$ cat src/rtl/regfile_writeback_queue.sv
// In-order writeback queue that feeds the single register-file write port,
// with two combinational bypass lookups over the pending writes.
module regfile_writeback_queue #(
  parameter int DEPTH = 4,
  parameter int CW    = 3
) (
  input  logic        Clk,
  input  logic        Reset_n,
  input  logic        EnqValid,
  output logic        EnqReady,
  input  logic [4:0]  EnqRegister,
  input  logic [31:0] EnqData,
  input  logic        DrainStall,
  output logic        RegWrite,
  output logic [4:0]  WriteRegister,
  output logic [31:0] WriteData,
  input  logic [4:0]  ReadRegister1,
  input  logic [4:0]  ReadRegister2,
  output logic        Hit1,
  output logic        Hit2,
  output logic [31:0] BypassData1,
  output logic [31:0] BypassData2,
  output logic [CW-1:0] Count
);

  localparam int PW = $clog2(DEPTH);

  logic [4:0]    r_addr [DEPTH];
  logic [31:0]   r_data [DEPTH];
  logic [PW-1:0] r_head;
  logic [PW-1:0] r_tail;
  logic [CW-1:0] r_count;
  logic          r_reg_write;
  logic [4:0]    r_write_register;
  logic [31:0]   r_write_data;

  logic          w_push;
  logic          w_pop;

  // Ready depends only on occupancy, so there is no path from EnqValid.
  assign EnqReady = (r_count != CW'(DEPTH));
  assign w_pop    = (r_count != '0) && !DrainStall;
  // Writes to r0 are accepted but never stored: they have no architectural effect.
  assign w_push   = EnqValid && EnqReady && (EnqRegister != 5'd0);

  // NOTE: sequential state uses non-blocking assignments so every flop samples pre-edge values.
  always_ff @(posedge Clk or negedge Reset_n) begin
    if (!Reset_n) begin
      r_head  <= '0;
      r_tail  <= '0;
      r_count <= '0;
    end else begin
      if (w_push) r_tail <= r_tail + PW'(1);
      if (w_pop)  r_head <= r_head + PW'(1);
      case ({w_push, w_pop})
        2'b10:   r_count <= r_count + CW'(1);
        2'b01:   r_count <= r_count - CW'(1);
        default: r_count <= r_count;
      endcase
    end
  end

  // NOTE: the entry storage has no reset; r_count alone decides which entries are valid.
  always_ff @(posedge Clk) begin
    if (w_push) begin
      r_addr[r_tail] <= EnqRegister;
      r_data[r_tail] <= EnqData;
    end
  end

  always_ff @(posedge Clk or negedge Reset_n) begin
    if (!Reset_n) begin
      r_reg_write      <= 1'b0;
      r_write_register <= '0;
      r_write_data     <= '0;
    end else begin
      r_reg_write <= w_pop;
      if (w_pop) begin
        r_write_register <= r_addr[r_head];
        r_write_data     <= r_data[r_head];
      end
    end
  end

  // Scan oldest to youngest so the last match (youngest) wins.
  // NOTE: every output of this block gets a default first, so no latch is inferred.
  always_comb begin
    Hit1        = 1'b0;
    Hit2        = 1'b0;
    BypassData1 = '0;
    BypassData2 = '0;
    if (r_reg_write && (ReadRegister1 != 5'd0) && (r_write_register == ReadRegister1)) begin
      Hit1        = 1'b1;
      BypassData1 = r_write_data;
    end
    if (r_reg_write && (ReadRegister2 != 5'd0) && (r_write_register == ReadRegister2)) begin
      Hit2        = 1'b1;
      BypassData2 = r_write_data;
    end
    for (int i = 0; i < DEPTH; i++) begin
      if (i < int'(r_count)) begin
        if ((ReadRegister1 != 5'd0) && (r_addr[r_head + PW'(i)] == ReadRegister1)) begin
          Hit1        = 1'b1;
          BypassData1 = r_data[r_head + PW'(i)];
        end
        if ((ReadRegister2 != 5'd0) && (r_addr[r_head + PW'(i)] == ReadRegister2)) begin
          Hit2        = 1'b1;
          BypassData2 = r_data[r_head + PW'(i)];
        end
      end
    end
  end

  assign RegWrite      = r_reg_write;
  assign WriteRegister = r_write_register;
  assign WriteData     = r_write_data;
  assign Count         = r_count;

endmodule

$ cat config.mk
export PLATFORM = sky130hd
export DESIGN_NAME = regfile_writeback_queue
export DESIGN_NICKNAME = d
export VERILOG_FILES = /design/src/rtl/regfile_writeback_queue.sv
export SDC_FILE = /design/constraint.sdc
export NUM_CORES = 1
export LEC_CHECK = 0
export ABC_CLOCK_PERIOD_IN_PS = 3000
export BUFFER_PORTS_ARGS = -buffer_cell sky130_fd_sc_hd__buf_2
export CORE_MARGIN = 10
export CORE_UTILIZATION = 35
export DETAILED_ROUTE_END_ITERATION = 8
export PLACE_DENSITY = 0.6
export SYNTH_ARGS = -nofsm -noshare
export SYNTH_HDL_FRONTEND = slang
export SYNTH_SLANG_ARGS = --single-unit
$ cat constraint.sdc
create_clock -name Clk -period 3 [get_ports Clk]
set_clock_uncertainty 0.05 [all_clocks]
set_input_delay 0.6 -clock Clk [delete_from_list [all_inputs] [get_ports Clk]]
set_output_delay 0.6 -clock Clk [all_outputs]
set_load 0.1 [all_outputs]
==> metrics.txt <==
# TYPE chip_impl_metric gauge
chip_impl_info{name="cts_tree",value="built"} 1
chip_impl_metric{name="area_used_by_multi_input_combinational_logic",unit="sq um"} 8320
chip_impl_metric{name="grt.met2_usage",unit="%"} 33.0
chip_impl_metric{name="clock-sinks",unit=""} 193
chip_impl_metric{name="synth_enable_flop_cells",unit=""} 148
chip_impl_metric{name="syn-mean-instance-area",unit="sq um"} 9.81
chip_impl_metric{name="reg2reg_depth",unit=""} 6
chip_impl_metric{name="die-width",unit="um"} 215
chip_impl_metric{name="placementRows",unit=""} 71
chip_impl_metric{name="start_util",unit="%"} 35.5
chip_impl_info{name="busiest_layer",value="met2"} 1
chip_impl_metric{name="number_of_global_route_vias_before_repair",unit=""} 12311
chip_impl_metric{name="postSynthCellCount",unit=""} 1362
chip_impl_metric{name="route.antenna.remaining_nets",unit=""} 0
chip_impl_metric{name="portBuffers",unit=""} 158
chip_impl_metric{name="filler_cell_count",unit=""} 3348
chip_impl_metric{name="grtUsageTotal",unit="%"} 19.7
chip_impl_metric{name="first_pass_iters",unit=""} 6
chip_impl_info{name="worstReg2RegStart",value="r_head[1]"} 1
chip_impl_metric{name="asyncSetResetFlopFracSynth",unit="%"} 23.3
chip_impl_metric{name="synth_nets",unit=""} 1422
chip_impl_metric{name="worst_pin_slew",unit="ns"} 0.798
chip_impl_metric{name="fp.coreArea",unit="sq um"} 37700
chip_impl_metric{name="antenna_found_initial",unit=""} 5
chip_impl_metric{name="cp_data_required_time",unit="ns"} 2.35
chip_impl_info{name="rsz0062_at_grt",value="true"} 1
chip_impl_info{name="ys.flop_type",value="edfxtp_1"} 1
chip_impl_metric{name="reg2reg_slack",unit="ns"} 0.67
chip_impl_metric{name="num_io_pins",unit=""} 159
chip_impl_metric{name="place_inst",unit=""} 2076
chip_impl_metric{name="slew_headroom",unit="%"} 46.8
chip_impl_metric{name="postPlaceCellArea",unit="sq um"} 17500
chip_impl_metric{name="timing.final.ws_setup",unit="ns"} -0.957
chip_impl_metric{name="finalInstanceArea",unit="sq um"} 19200
chip_impl_metric{name="ys_types",unit=""} 51
chip_impl_metric{name="postSynthRegisterBits",unit=""} 193
chip_impl_info{name="crit_path_start",value="r_head[1]"} 1
chip_impl_metric{name="tritoncts.num_buffers",unit=""} 17
chip_impl_info{name="worst_hold_path_type",value="primary input to asynchronous set/reset pin"} 1
chip_impl_metric{name="synth_warnings",unit=""} 0
chip_impl_metric{name="detailed_place_hpwl",unit="um"} 32400
chip_impl_metric{name="fraction_of_layout_cells_with_a_size_suffix_above_1",unit="%"} 37.1
chip_impl_metric{name="final.period_utilization",unit="%"} 132
chip_impl_metric{name="report.final.hold_viol_count",unit=""} 0
chip_impl_metric{name="clockBufferDepth",unit=""} 2
chip_impl_info{name="yosysTopAreaCell",value="edfxtp_1"} 1
chip_impl_info{name="endpoint_of_the_worst_slack_reg_to_reg_timing_path",value="WriteData[6]"} 1
chip_impl_info{name="synth_top_cells_by_area",value="edfxtp_1, mux2i_1, dfrtp_1"} 1
chip_impl_metric{name="sequential_cell_area",unit="sq um"} 5590
chip_impl_info{name="setup.worst_path.class",value="register to output port"} 1
chip_impl_metric{name="clkLatencyLatePin",unit="ns"} 0.46
chip_impl_info{name="cts_root_buffer",value="clkbuf_16"} 1
chip_impl_info{name="failed_checks",value="setup timing"} 1
chip_impl_metric{name="synth_top_area_share",unit="%"} 33.3
chip_impl_metric{name="finalMaxSlewViolations",unit=""} 0
chip_impl_metric{name="finish.cell_count_without_fillers",unit=""} 2139
chip_impl_metric{name="synth_seq_area_share",unit="%"} 41.7
chip_impl_metric{name="wirelength",unit="um"} 48000
chip_impl_metric{name="y_dimension_of_the_die",unit="um"} 215
chip_impl_info{name="endpoint_kind",value="output port"} 1
chip_impl_metric{name="drtIter0Drc",unit=""} 1048
chip_impl_info{name="timing.critical_path.from_type",value="register"} 1
chip_impl_metric{name="grt_overflow_total",unit=""} 0
chip_impl_metric{name="cts_max_level",unit=""} 4
chip_impl_metric{name="areaGrowthSynthToFinish",unit="%"} 43.9
chip_impl_metric{name="final_net_count",unit=""} 1674
chip_impl_metric{name="vias_after_detailed_routing",unit=""} 12111
chip_impl_metric{name="via_density_per_instance",unit=""} 5.66
chip_impl_info{name="result_of_the_run",value="finished with violations"} 1
chip_impl_metric{name="route.detailed.drc",unit=""} 0
chip_impl_metric{name="wire_per_inst",unit="um"} 22.4
chip_impl_metric{name="detailedPlace.worstSlack",unit="ns"} -0.695
chip_impl_metric{name="first_pass_grt_wire_length",unit="um"} 71600
chip_impl_metric{name="fmax",unit="GHz"} 0.253
chip_impl_metric{name="grtUsageMet3",unit="%"} 4.55
chip_impl_metric{name="period_needed",unit="ns"} 3.96
chip_impl_metric{name="setup_viol",unit=""} 66
chip_impl_metric{name="post-route-util",unit="%"} 51.0
chip_impl_metric{name="maxCapViolCount",unit=""} 0
chip_impl_metric{name="cts.reportedPaths.clkPinSlew",unit="ns"} 0.07
chip_impl_metric{name="timing.critical_path.arrival",unit="ns"} 3.31
chip_impl_metric{name="synthesis.area",unit="sq um"} 13400
chip_impl_metric{name="finalWeightedCongestion",unit=""} 0.932
chip_impl_metric{name="fp.dieArea",unit="sq um"} 46400
chip_impl_metric{name="grt_util_met1",unit="%"} 23.9
chip_impl_metric{name="worstPathMaxFanout",unit=""} 22
chip_impl_metric{name="cts_hold_buf",unit=""} 0
chip_impl_metric{name="pin_count_of_the_biggest_net_entering_global_routing",unit=""} 69
## worst max path at each step
stage                 endpoint  depth (start not counted)
2_1_floorplan  BypassData2[12]                          9
3_3_place_gp    BypassData1[2]                          7
3_5_place_dp    BypassData1[2]                          7
4_1_cts        BypassData2[16]                         11
5_1_grt        BypassData2[14]                         10
6_report       BypassData2[23]                         11
## cell usage after synthesis (2+ instances only)
master and count:
and2_1 41, mux2_2 40, mux2i_1 130, nor4_1 2, buf_4 10, o211ai_1 33, nor2_1 102, buf_1 15
o31a_1 3, and3_1 7, a211oi_1 2, mux2_1 24, a21oi_1 37, nand2_1 233, inv_1 8, nor2b_1 3
nand3_1 63, edfxtp_1 148, nor3_4 2, clkbuf_1 59, a311oi_1 6, nor3_1 9, mux4_2 21, o22ai_1 33
dfrtp_1 45, a221oi_1 31, and4_1 2, xnor2_1 36, nand4_1 5, ha_1 9, or2_1 3, buf_6 7
a211o_1 29, o2111a_1 2, o21ai_0 72, o311a_1 27, xor2_1 17, buf_2 33
## through the flow
step                      hold WS [ns]  setup TNS [ns]
final                           0.0904          -58.09
after global routing            0.0908          -64.16
after CTS                       0.0824          -59.70
after detailed placement         0.462          -33.69
after global placement           0.455          -32.04
after floorplan                  0.254          -57.89
## cells in the final DEF, fill, tap and decap left out, types with 30 or more instances in the layout
| master | Yosys | routed |
|---|---|---|
| mux2i_1 | 130 | 126 |
| nand3_1 | 63 | 59 |
| buf_2 | 33 | 92 |
| o211ai_1 | 33 | 33 |
| buf_4 | 10 | 133 |
| xnor2_1 | 36 | 30 |
| nor2_1 | 102 | 101 |
| o21ai_0 | 72 | 72 |
| dfrtp_1 | 45 | 35 |
| edfxtp_1 | 148 | 148 |
| and2_1 | 41 | 36 |
| a21oi_1 | 37 | 37 |
| nand2_1 | 233 | 231 |
| mux2_4 | 0 | 32 |
| buf_12 | 0 | 101 |
| o22ai_4 | 0 | 32 |
| mux2_2 | 40 | 32 |
## per-layer routing
layer / vias to the layer above / part of all wire, %
met1: 5986 / 41
met2: 476 / 49
met4: 6 / 3.1
li1: 5551 / -
met5: - / 0.090
met3: 92 / 7.0
## critical path, stage by stage, from the launching register on
cell and delay [ns]:
dfrtp_4 0.47, buf_4 0.15, mux4_2 0.56, xnor2_1 0.16
nand4_1 0.26, buf_4 0.24, nor2_4 0.18, buf_12 0.20
buf_4 0.13, nand2_1 0.05, o211ai_1 0.20, buf_12 0.23
## state kept, by name, indices dropped and copies added (netlist names)
| name | count |
|---|---|
| Count | 3 |
| RegWrite | 1 |
| WriteData | 32 |
| WriteRegister | 5 |
| r_addr | 20 |
| r_data | 128 |
| r_head | 2 |
| r_tail | 2 |
## logic make-up after synthesis
family	after synthesis	synth area share, %
simple gates	475	15.6
mux	216	18.9
xor+xnor	53	3.47
compound gates	283	14.8
buf+inv	133	4.72
flops	193	41.7
fa+ha+maj	9	0.843
## cell type report
class / instances / area share, %
diodes: 1 / 0.0130
well taps: 511 / 3.33
clock buffers: 18 / 2.23
multi-input cells: 1036 / 43.3
clock inverters: 14 / 0.761
repair buffers: 357 / 21.2
inverters: 9 / 0.182
flip-flops and latches: 193 / 29.1
## repair_timing
item                                   in CTS  in global routing
pin swaps                                  38                 55
buffers inserted                           15                  7
endpoints found under the hold margin       0                  0
gates cloned                                3                  7
gates resized for setup                    53                 56
setup endpoints to repair                  66                 66
Power is not shown: default switching activity piles up to over one toggle a cycle in this logic, so the estimate is an artifact.
